File: config.mk
export PLATFORM = sky130hd
export DESIGN_NAME = vote_rx
export DESIGN_NICKNAME = d
export VERILOG_FILES = /design/src/rtl/vote_rx_pkg.sv /design/src/rtl/majority3.sv /design/src/rtl/vote_rx.sv
export SDC_FILE = /design/constraint.sdc
export NUM_CORES = 1
export LEC_CHECK = 0
export ABC_AREA = 0
export CORE_AREA = 2 2 79 73
export CTS_CLUSTER_SIZE = 28
export DETAILED_ROUTE_END_ITERATION = 10
export DIE_AREA = 0 0 81 75
export GPL_ROUTABILITY_DRIVEN = 0
export HOLD_SLACK_MARGIN = 0.08
export PLACE_DENSITY_LB_ADDON = 0.25
export SLEW_MARGIN = 20
export SYNTH_ARGS = -nofsm -noshare
export SYNTH_HDL_FRONTEND = slang
export SYNTH_HIERARCHICAL = 1
export SYNTH_SLANG_ARGS = --single-unit
File: constraint.sdc
create_clock -name clk -period 3.7 [get_ports clk]
set_input_delay 0.555 -clock clk [delete_from_list [all_inputs] [get_ports clk]]
set_output_delay 0.555 -clock clk [all_outputs]
set_load 0.01 [all_outputs]
File: src/rtl/vote_rx_pkg.sv
// Shared definitions for the oversampled majority-vote serial receiver.
package vote_rx_pkg;

  localparam logic [1:0] IDLE  = 2'd0;
  localparam logic [1:0] START = 2'd1;
  localparam logic [1:0] DATA  = 2'd2;
  localparam logic [1:0] STOP  = 2'd3;

  localparam int OSR_DEF       = 8;
  localparam int DATA_BITS_DEF = 8;

  // Centre tick of a bit period; samples are taken at mid-1, mid, mid+1.
  function automatic int mid_point(input int osr);
    return osr / 2;
  endfunction

endpackage

File: src/rtl/majority3.sv
// Three-input majority voter.
module majority3 (
  input  logic a,
  input  logic b,
  input  logic c,
  output logic f
);
  assign f = (a & b) | (b & c) | (a & c);
endmodule

File: src/rtl/vote_rx.sv
// Oversampled serial receiver: three samples around each bit centre are voted
// to one bit, then start/data/stop framing is assembled into a parallel word.
module vote_rx
  import vote_rx_pkg::*;
#(
  parameter int OSR       = OSR_DEF,
  parameter int DATA_BITS = DATA_BITS_DEF
) (
  input  logic                 clk,
  input  logic                 rst_n,
  input  logic                 rx_in,
  input  logic                 sample_en,
  output logic [DATA_BITS-1:0] data_out,
  output logic                 data_valid,
  output logic                 frame_err,
  output logic                 busy
);

  localparam int M  = mid_point(OSR);
  localparam int TW = $clog2(OSR);
  localparam int BW = (DATA_BITS > 1) ? $clog2(DATA_BITS) : 1;

  localparam logic [TW-1:0] T_S0   = TW'(M - 1);
  localparam logic [TW-1:0] T_S1   = TW'(M);
  localparam logic [TW-1:0] T_VOTE = TW'(M + 1);
  localparam logic [TW-1:0] T_LAST = TW'(OSR - 1);
  localparam logic [BW-1:0] B_LAST = BW'(DATA_BITS - 1);

  logic                 rx_meta_q, rx_s_q;
  logic [1:0]           state_q, state_d;
  logic [TW-1:0]        tick_q, tick_d;
  logic [BW-1:0]        bit_cnt_q, bit_cnt_d;
  logic                 s0_q, s0_d, s1_q, s1_d;
  logic [DATA_BITS-1:0] shreg_q, shreg_d;
  logic [DATA_BITS-1:0] data_q, data_d;
  logic                 valid_q, valid_d;
  logic                 ferr_q, ferr_d;
  logic                 vote;
  logic [DATA_BITS:0]   sh_tmp;

  // The third sample is the live synchronized line, so the vote is only
  // meaningful on the strobe at tick mid+1.
  majority3 u_vote (
    .a (s0_q),
    .b (s1_q),
    .c (rx_s_q),
    .f (vote)
  );

  assign sh_tmp = {vote, shreg_q};

  always_comb begin
    state_d   = state_q;
    tick_d    = tick_q;
    bit_cnt_d = bit_cnt_q;
    s0_d      = s0_q;
    s1_d      = s1_q;
    shreg_d   = shreg_q;
    data_d    = data_q;
    valid_d   = 1'b0;
    ferr_d    = 1'b0;
    if (sample_en) begin
      if (tick_q == T_S0) s0_d = rx_s_q;
      if (tick_q == T_S1) s1_d = rx_s_q;
      case (state_q)
        IDLE: begin
          tick_d = '0;
          if (!rx_s_q) begin
            state_d = START;
            tick_d  = TW'(1);
          end
        end
        START: begin
          tick_d = tick_q + TW'(1);
          if (tick_q == T_VOTE && vote) begin
            state_d = IDLE;
            tick_d  = '0;
          end else if (tick_q == T_LAST) begin
            tick_d    = '0;
            bit_cnt_d = '0;
            state_d   = DATA;
          end
        end
        DATA: begin
          tick_d = tick_q + TW'(1);
          if (tick_q == T_VOTE) shreg_d = sh_tmp[DATA_BITS:1];
          if (tick_q == T_LAST) begin
            tick_d = '0;
            if (bit_cnt_q == B_LAST) state_d = STOP;
            else                     bit_cnt_d = bit_cnt_q + BW'(1);
          end
        end
        default: begin
          tick_d = tick_q + TW'(1);
          // Leave at mid-stop so a start edge in its second half is caught.
          if (tick_q == T_VOTE) begin
            data_d  = shreg_q;
            valid_d = 1'b1;
            ferr_d  = ~vote;
            state_d = IDLE;
            tick_d  = '0;
          end
        end
      endcase
    end
  end

  always_ff @(posedge clk) begin
    if (!rst_n) begin
      rx_meta_q <= 1'b1;
      rx_s_q    <= 1'b1;
      state_q   <= IDLE;
      tick_q    <= '0;
      bit_cnt_q <= '0;
      s0_q      <= 1'b0;
      s1_q      <= 1'b0;
      shreg_q   <= '0;
      data_q    <= '0;
      valid_q   <= 1'b0;
      ferr_q    <= 1'b0;
    end else begin
      rx_meta_q <= rx_in;
      rx_s_q    <= rx_meta_q;
      state_q   <= state_d;
      tick_q    <= tick_d;
      bit_cnt_q <= bit_cnt_d;
      s0_q      <= s0_d;
      s1_q      <= s1_d;
      shreg_q   <= shreg_d;
      data_q    <= data_d;
      valid_q   <= valid_d;
      ferr_q    <= ferr_d;
    end
  end

  assign data_out   = data_q;
  assign data_valid = valid_q;
  assign frame_err  = ferr_q;
  assign busy       = (state_q != IDLE);

endmodule

== Word-level counts from Yosys, hierarchy flattened ==
Cells that the tools add are included.

* Bits in read-only memories: 0
* Bits in latches: 0
* Register bits: 30
* Bits of input ports: 4
* Bits in writable memories: 0
* Memories kept: 0

* Mux-type cells: 18
* Add/subtract/negate cells: 2
* Bitwise logic cells: 10
* Eq/ne operators: 14
* $lt $le $gt $ge: 0
* Div/mod/pow operators: 0
* Shift-type cells: 0
* Reduce and logical (&&, ||, !) cells: 14
* Multiply operators: 0

{| class="wikitable"
|+ Operators with widths
! cell !! count
|-
| 2-to-1 mux 3 bit || 7
|-
| == test 3 bit, second input constant || 4
|-
| 2-to-1 mux 2 bit || 6
|-
| != test 2 bit, second input constant || 6
|-
| AND reduction 6 bit || 2
|-
| one-hot mux 3 bit (3 select lines) || 1
|-
| adder 3 x 1 -> 3 bit, second input constant || 2
|-
| one-hot mux 2 bit (3 select lines) || 1
|-
| one-hot mux 3 bit (2 select lines) || 1
|-
| AND reduction 3 bit || 2
|-
| OR reduction 6 bit || 1
|-
| NOT 1 bit || 5
|-
| OR reduction 5 bit || 1
|-
| AND reduction 2 bit || 2
|-
| nonzero test 2 bit || 2
|-
| nonzero test 4 bit || 1
|-
| bitwise AND 1 bit || 3
|-
| == test 3 x 2 -> 1 bit, second input constant || 1
|-
| != test 3 bit, second input constant || 1
|-
| OR reduction 3 bit || 1
|-
| == test 2 x 1 -> 1 bit, second input constant || 1
|-
| == test 2 bit, second input constant || 1
|-
| zero test 2 bit || 1
|-
| 2-to-1 mux 1 bit || 2
|-
| 2 further kinds || 3
|}

== Longest topological paths before layout ==
* Depth after elaboration: 6
* Mapped depth: 7

== Hierarchy ==
Netlist, hierarchy kept.

{| class="wikitable"
|+ Modules (own cells, without submodules)
! module !! times used !! cells each !! area an instance (um^2) !! seq. area each (um^2)
|-
| vote_rx || 1 || 165 || 1,415.1 || 600.6
|-
| majority3 || 1 || 1 || 11.3 || 0.0
|}

== Worst setup path before layout ==
OpenSTA, ideal clock, no wires.

* Path kind: register to register
* From: register tick_q[0]
* To: register bit_cnt_q[0]
* Arrival: 1.496 ns
* Stages on the path, launching flop included: 7
* Path slack: 2.076 ns
* Period minus slack after synthesis: 1.624 ns
* Setup time: 0.128 ns
* Data required time: 3.572 ns
* Cells stage by stage: dfxtp_1 > ha_1 > ha_1 > nand2_1 > a2111oi_4 > mux2i_1 > nor2_1

* Word-level cells in the longest chain between the ends: 4
* Elaborated cells between the ends (all ways): 7
* Those cells by class: eq/ne: 5; reduce/logical: 2

{| class="wikitable"
|+ Ends and longest elaborated chain
! item !! RTL line !! text
|-
| from (decl) || vote_rx.sv:31 || <nowiki>logic [TW-1:0] tick_q, tick_d;</nowiki>
|-
| from (signal assigned) || vote_rx.sv:125 || <nowiki>tick_q <= tick_d;</nowiki>
|-
| == test 3 bit || vote_rx.sv:75 || <nowiki>if (tick_q == T_VOTE && vote) begin</nowiki>
|-
| logical AND 1 bit || vote_rx.sv:75 ||
|-
| != test 2 bit (no line) || n/a ||
|-
| AND reduction 6 bit (no line) (*) || n/a ||
|-
| to (signal assigned) || vote_rx.sv:126 || <nowiki>bit_cnt_q <= bit_cnt_d;</nowiki>
|-
| to (decl) || vote_rx.sv:32 || <nowiki>logic [BW-1:0] bit_cnt_q, bit_cnt_d;</nowiki>
|}

Every way passes the cells marked *; elsewhere a longest branch is shown, timed or not.
A chain may end at the register's enable or synchronous reset.

== Worst setup path after layout ==
* From: register state_q[0]
* To: output busy

* Word-level cells in the longest chain between the ends: 1

{| class="wikitable"
|+ Ends and longest elaborated chain
! item !! RTL line !! text
|-
| from (decl) || vote_rx.sv:30 || <nowiki>logic [1:0] state_q, state_d;</nowiki>
|-
| from (signal assigned) || vote_rx.sv:124 || <nowiki>state_q <= state_d;</nowiki>
|-
| nonzero test 2 bit || vote_rx.sv:139 || <nowiki>assign busy = (state_q != IDLE);</nowiki>
|-
| to (decl) || vote_rx.sv:16 || <nowiki>output logic busy</nowiki>
|}

Every way passes these cells.

==> impl_metrics.toml <==
[power]
p_int_uw = 631.3
vdd_drop_max_uv = 202.7
power.switching_uw = 151.2
p_clk_share_pct = 52.7
comb_power_share_pct = 5.1
switching_share_pct = 19.32
p_leak_uw = 0.0006248
power_frac_seq_pct = 42.2
power_density_mw_per_mm2 = 446.4

[floorplanning]
fp-row-count = 25
die_area_mm2 = 0.006075
start_util_pct = 27.47
pin_count = 15
die_height_um = 75
die_w_um = 81
core_area_mm2 = 0.005192

[timing]
tightest_slew_ns = 0.7942
fin_setup_tns_ns = 0
max-slew-margin-rel_pct = 46.99
rsz0062_at_grt = "false"
maxSlewViolCount = 0
setup_viol = 0
clock.fmax_mhz = 452.1
finalHoldViolCount = 0
fin_skew_ns = 0.009422
period_needed_ns = 2.212
finalCritPeriodShare_pct = 59.78

[synthesis]
ys_types = 35
netlist_area_mm2 = 0.001426
yosys_warnings = 6
synth_edf_count = 0
syn_inst = 166
synth_top_area_cell = "dfxtp_1"
ys_seq_area_share_pct = 42.11
synth_top_area_share_pct = 42.11
synth_nets = 182
syn_area_per_cell_um2 = 8.593
synthFlopType = "dfxtp_1"
ys_seq_elements = 30
async_flop_share_pct = 0
ys_top_cells_by_area = "dfxtp_1 42%, nand2_1 11%, ha_1 11%"

[critical_path]
crit_path_end_kind = "output port"
crit_chain = "inv_1, ha_1, inv_1, clkdlybuf4s50_1"
crit_required_ns = 3.14
start_kind = "flop"
slowest_delay_ns = 0.53
cpMostUsedCell = "inv_1"
critPathKind = "reg -> out"
critical-path-top-delay-family = "buffers and inverters"
cp.arrival_ns = 1.66
crit_buf_inv = 3
critPathMaxFanout = 7
slowest_stage = "clkdlybuf4s50_1"

[grt]
grt_max_degree = 25
grt.overflow.total = 0
grt_pass1_wl_um = 5099
track_usage_pct = 11.13
grt_pass1_vias = 1046
antenna_found_initial = 0

[clock_tree]
path_clk_slew_ns = 0.07
cts_setup_buffers = 0
cts_buffer_depth = 2
cts_tree = "yes"
cts-root-buf = "clkbuf_8"
htree_levels = 2
clk_latency_ns = 0.28
cts_buffers = 5
cts_hold_buf = 0
cts_resized = 0
clock_sinks = 30

[placement]
portBuffers = 14
dpl.hpwl_um = 1993

[cells_and_area]
final_layout_size_suffix_gt1_share_pct = 8.287
syn_to_final_growth_pct = 22.89
finish.utilization_pct = 33.76
insertedDiodeCount = 0
fin_nets = 196

[routing]
post-route-drc-count = 0
ant_nets = 0
wl_per_cell_um = 11.75
via_per_inst = 4.544
drt-total-wl_um = 2915
first_iter_violations = 45
drtPass1Iterations = 4
num_vias = 1127

[run]
maxCapViolCount = 0

[outcome]
status = "finished, final reports clean"

[worst_hold_path]
holdCritPathClass = "reg -> reg"
cell usage after synthesis (2+ instances only):
cell      number
nor2_1         6
nor3_1         2
o21a_1         2
nand2b_1       5
nand3_1        6
clkbuf_1       3
and2_1         3
buf_2          2
inv_1          8
dfxtp_1       30
a21oi_1       22
mux2i_1        2
o21ai_0        2
ha_1          12
nand2_1       41
final cells by class:
type | instances | area, µm²
fill | 591 | 3440
multi-input combinational | 121 | 755.7
sequential | 30 | 600.6
timing repair buffer | 14 | 140.1
tap | 67 | 83.83
clock buffer | 6 | 82.58
clock inverter | 2 | 60.06
inverter | 8 | 30.03
final timing paths:
path                                              start  slack [ns]                         to  depth (start not counted)
worst max-delay path            state_q[0]$_SDFFE_PN0P_        1.49                       busy                          4
worst min-delay path               rx_meta_q$_SDFF_PN1_        0.41          rx_s_q$_SDFF_PN1_                          1
worst max register to register   tick_q[0]$_SDFFE_PN0P_        1.82  bit_cnt_q[0]$_SDFFE_PN0P_                          6
worst min register to register     rx_meta_q$_SDFF_PN1_        0.41          rx_s_q$_SDFF_PN1_                          1
cells by family (layout without fill, tap and decap cells):
family                   count (synthesis)  after routing  share of synthesized area (%)
AO/OA/AOI/OAI                           35             35                          16.76
AND/OR/NAND/NOR                         70             70                          22.72
buffers and inverters                   15             30                          4.912
multiplexers                             3              3                          2.193
adder cells (fa/ha/maj)                 13             13                          11.32
flip-flops                              30             30                          42.11
sequential cells by signal, indices dropped and copies added, names as in the netlist:
name / flops
state_q: 2
s1_q: 1
bit_cnt_q: 3
frame_err: 1
tick_q: 3
s0_q: 1
data_out: 8
data_valid: 1
rx_meta_q: 1
rx_s_q: 1
shreg_q: 8
worst register-to-register path: cells and delay by family (launching register included):
family	cells	cell delay (ns)
flops	1	0.41
simple gates	2	0.17
compound gates	1	0.45
mux	1	0.23
fa+ha+maj	2	0.47
metal layers:
layer	GRT usage [%]	vias up	routed length (µm)
met1	16.36	511	1574
met5	0	-	0
met4	3.955	0	35
met2	15.15	15	1193
li1	-	596	-
met3	3.597	5	112
power groups by stage:
stage	Clock [µW]	Sequential [µW]	Combinational, µW
2_1_floorplan	0	336	29.2
3_3_place_gp	0	338	40.4
3_5_place_dp	0	337	40.3
4_1_cts	421	330	40.6
5_1_grt	437	330	45.7
6_report	412	330	39.8
through the flow:
stage	std cells	power, µW	instance area [µm²]	setup slack, ns	hold slack (ns)
CTS	248	791.7	1753	1.475	0.4169
detailed placement	240	377.7	1610	1.482	0.3984
global route	248	812.5	1753	1.380	0.4183
floorplan	166	365.6	1426	2.076	0.3863
global placement	240	377.9	1610	1.493	0.3890
finish	248	782.4	1753	1.488	0.4124
cells in the final DEF, fill, tap and decap left out, types with 3 or more instances in the layout:
cell and count:
nand2_1 41, nand2b_1 5, clkbuf_8 6, nor2_1 6, clkdlybuf4s50_1 14, nand3_1 6, a21oi_1 22, inv_1 8
ha_1 12, and2_1 3, dfxtp_1 30
No activity file was read; power rests on OpenSTA's default activity.
==> patch, RTL diff (same settings) <==
The package constant `OSR_DEF` goes from 8 to 16.
--- a/src/rtl/vote_rx_pkg.sv
+++ b/src/rtl/vote_rx_pkg.sv
@@ -8,3 +8,3 @@
 
-  localparam int OSR_DEF       = 8;
+  localparam int OSR_DEF       = 16;
   localparam int DATA_BITS_DEF = 8;
Check against the original RTL: not equivalent (Yosys sat finds a counterexample within 10 cycles, from zero or initial values and one cycle with rst_n low).
==> patch against the unedited design <==
Critical path depth stayed put; area after synthesis is 9.7% higher; sequential power is 3% higher; fmax is 1.6% lower; global-route usage is 0.27 points higher; routed wire length is 6.7% higher; synthesized cell count is 7.8% higher; design area is 5.6% higher; combinational power is 22% higher; sequential cell count is 1 higher; power is 6.2% lower; register-to-register slack worse by 0.28 ns; worst setup slack worse by 0.036 ns; critical path type unchanged.
==> patch: results (changes against the unedited design) <==
| Metric | Value |
|---|---|
| Status | completed |
| WP data arrival | 1.69 ns (+0.03 ns) |
| Final period util | 60.8% (+0.97 points) |
| Multi-input gate area | 847 um2 (+12%) |
| Top post-synthesis cells by area | dfxtp_1 (40%), a21boi_1 (10%), nand3_1 (7.4%), ha_1 (7.2%), nand2_1 (5.3%) |
| Post-DP HPWL | 2110 um (+5.6%) |
| Layout Nets | 203 (+3.6%) |
| Worst R2R Setup Slack | 1.54 ns (-0.28 ns) |
| Setup WS pre-CTS | 1.36 ns (-0.118 ns) |
| Critical path peak fanout | 4 (-3) |
| CP startpoint | state_q[1]$_SDFFE_PN0P_ |
| Slew HR | 43.7% (-3.3 points) |
| M1 WL | 1710 um (+8.8%) |
| First-pass GRT wire length | 5210 um (+2.2%) |
| Largest stage delay on the critical path | 0.55 ns (+0.02 ns) |
| DR iter-0 viols | 90 (+100%) |
| Vias in the first global route | 1091 (+4.3%) |
| Finished Layout Cells | 258 (+4.0%) |
| FF-to-FF End | bit_cnt_q[1]$_SDFFE_PN0P_ |
| Vias/cell | 4.71 (+3.5%) |
| Met3 routed WL | 148 um (+32%) |
| Sequential share of the synthesized area | 39.6% (-2.5 points) |
| R2r startpoint | state_q[0]$_SDFFE_PN0P_ |
| Routed wl met2 | 1210 um (+1.2%) |
| Post-synthesis net count | 192 (+5.5%) |
| Layout fillers | 541 (-8.5%) |
| Total global routing track utilization | 11.4% (+0.27 points) |
| DP Cell Count | 250 (+4.2%) |
| Largest net degree at the start of global routing | 22 (-12%) |
## patch: cell count changes after synthesis, sizes merged, moves of 3 or more
cell	unedited run	this run
a21boi	0	21
a21oi	23	3
nand3	6	23
nand2	41	25
o21ai	2	6
and2	3	0
buf	4	7
ha	12	9
## patch: layout make-up
type | count | share of cell area (%)
clock buffers | 6 | 4.46
flip-flops and latches | 31 | 33.5
clock inverters | 2 | 1.89
multi-input cells | 129 | 45.8
inverters | 7 | 1.42
well taps | 67 | 4.53
repair buffers | 16 | 8.38
## patch: how the worst min path moves through the flow
stage	start	endpoint	slack (ns)	cells after the start
5_1_grt	rx_meta_q$_SDFF_PN1_	rx_s_q$_SDFF_PN1_	0.44	1
2_1_floorplan	rx_meta_q$_SDFF_PN1_	rx_s_q$_SDFF_PN1_	0.39	1
4_1_cts	rx_meta_q$_SDFF_PN1_	rx_s_q$_SDFF_PN1_	0.42	1
6_report	rx_meta_q$_SDFF_PN1_	rx_s_q$_SDFF_PN1_	0.41	1
3_5_place_dp	rx_meta_q$_SDFF_PN1_	rx_s_q$_SDFF_PN1_	0.40	1
3_3_place_gp	rx_meta_q$_SDFF_PN1_	rx_s_q$_SDFF_PN1_	0.40	1
## patch: power by group through the flow
stage	Clock, mW	Combinational [mW]	Sequential (mW)
2_1_floorplan	0	0.0355	0.346
3_3_place_gp	0	0.0493	0.347
3_5_place_dp	0	0.0485	0.347
4_1_cts	0.358	0.0488	0.339
5_1_grt	0.375	0.0537	0.340
6_report	0.346	0.0484	0.339
## patch: logic make-up (layout without fill, tap and decap cells)
family                     count (synthesis)  count (layout)  synth area share (%)
and+or+nand+nor                           76              76                  25.2
DFF                                       31              31                  39.6
buffers and inverters                     19              31                  6.23
muxes                                      3               3                  1.92
AOI/OAI and AO/OA                         40              40                  19.1
adders and majority gates                 10              10                  7.91
## patch: layer usage
layer  vias up  GRT usage, %
li1        641             -
met1       542          16.8
met2        29          14.3
met3         2          3.84
met4         0          6.21
met5         -             0
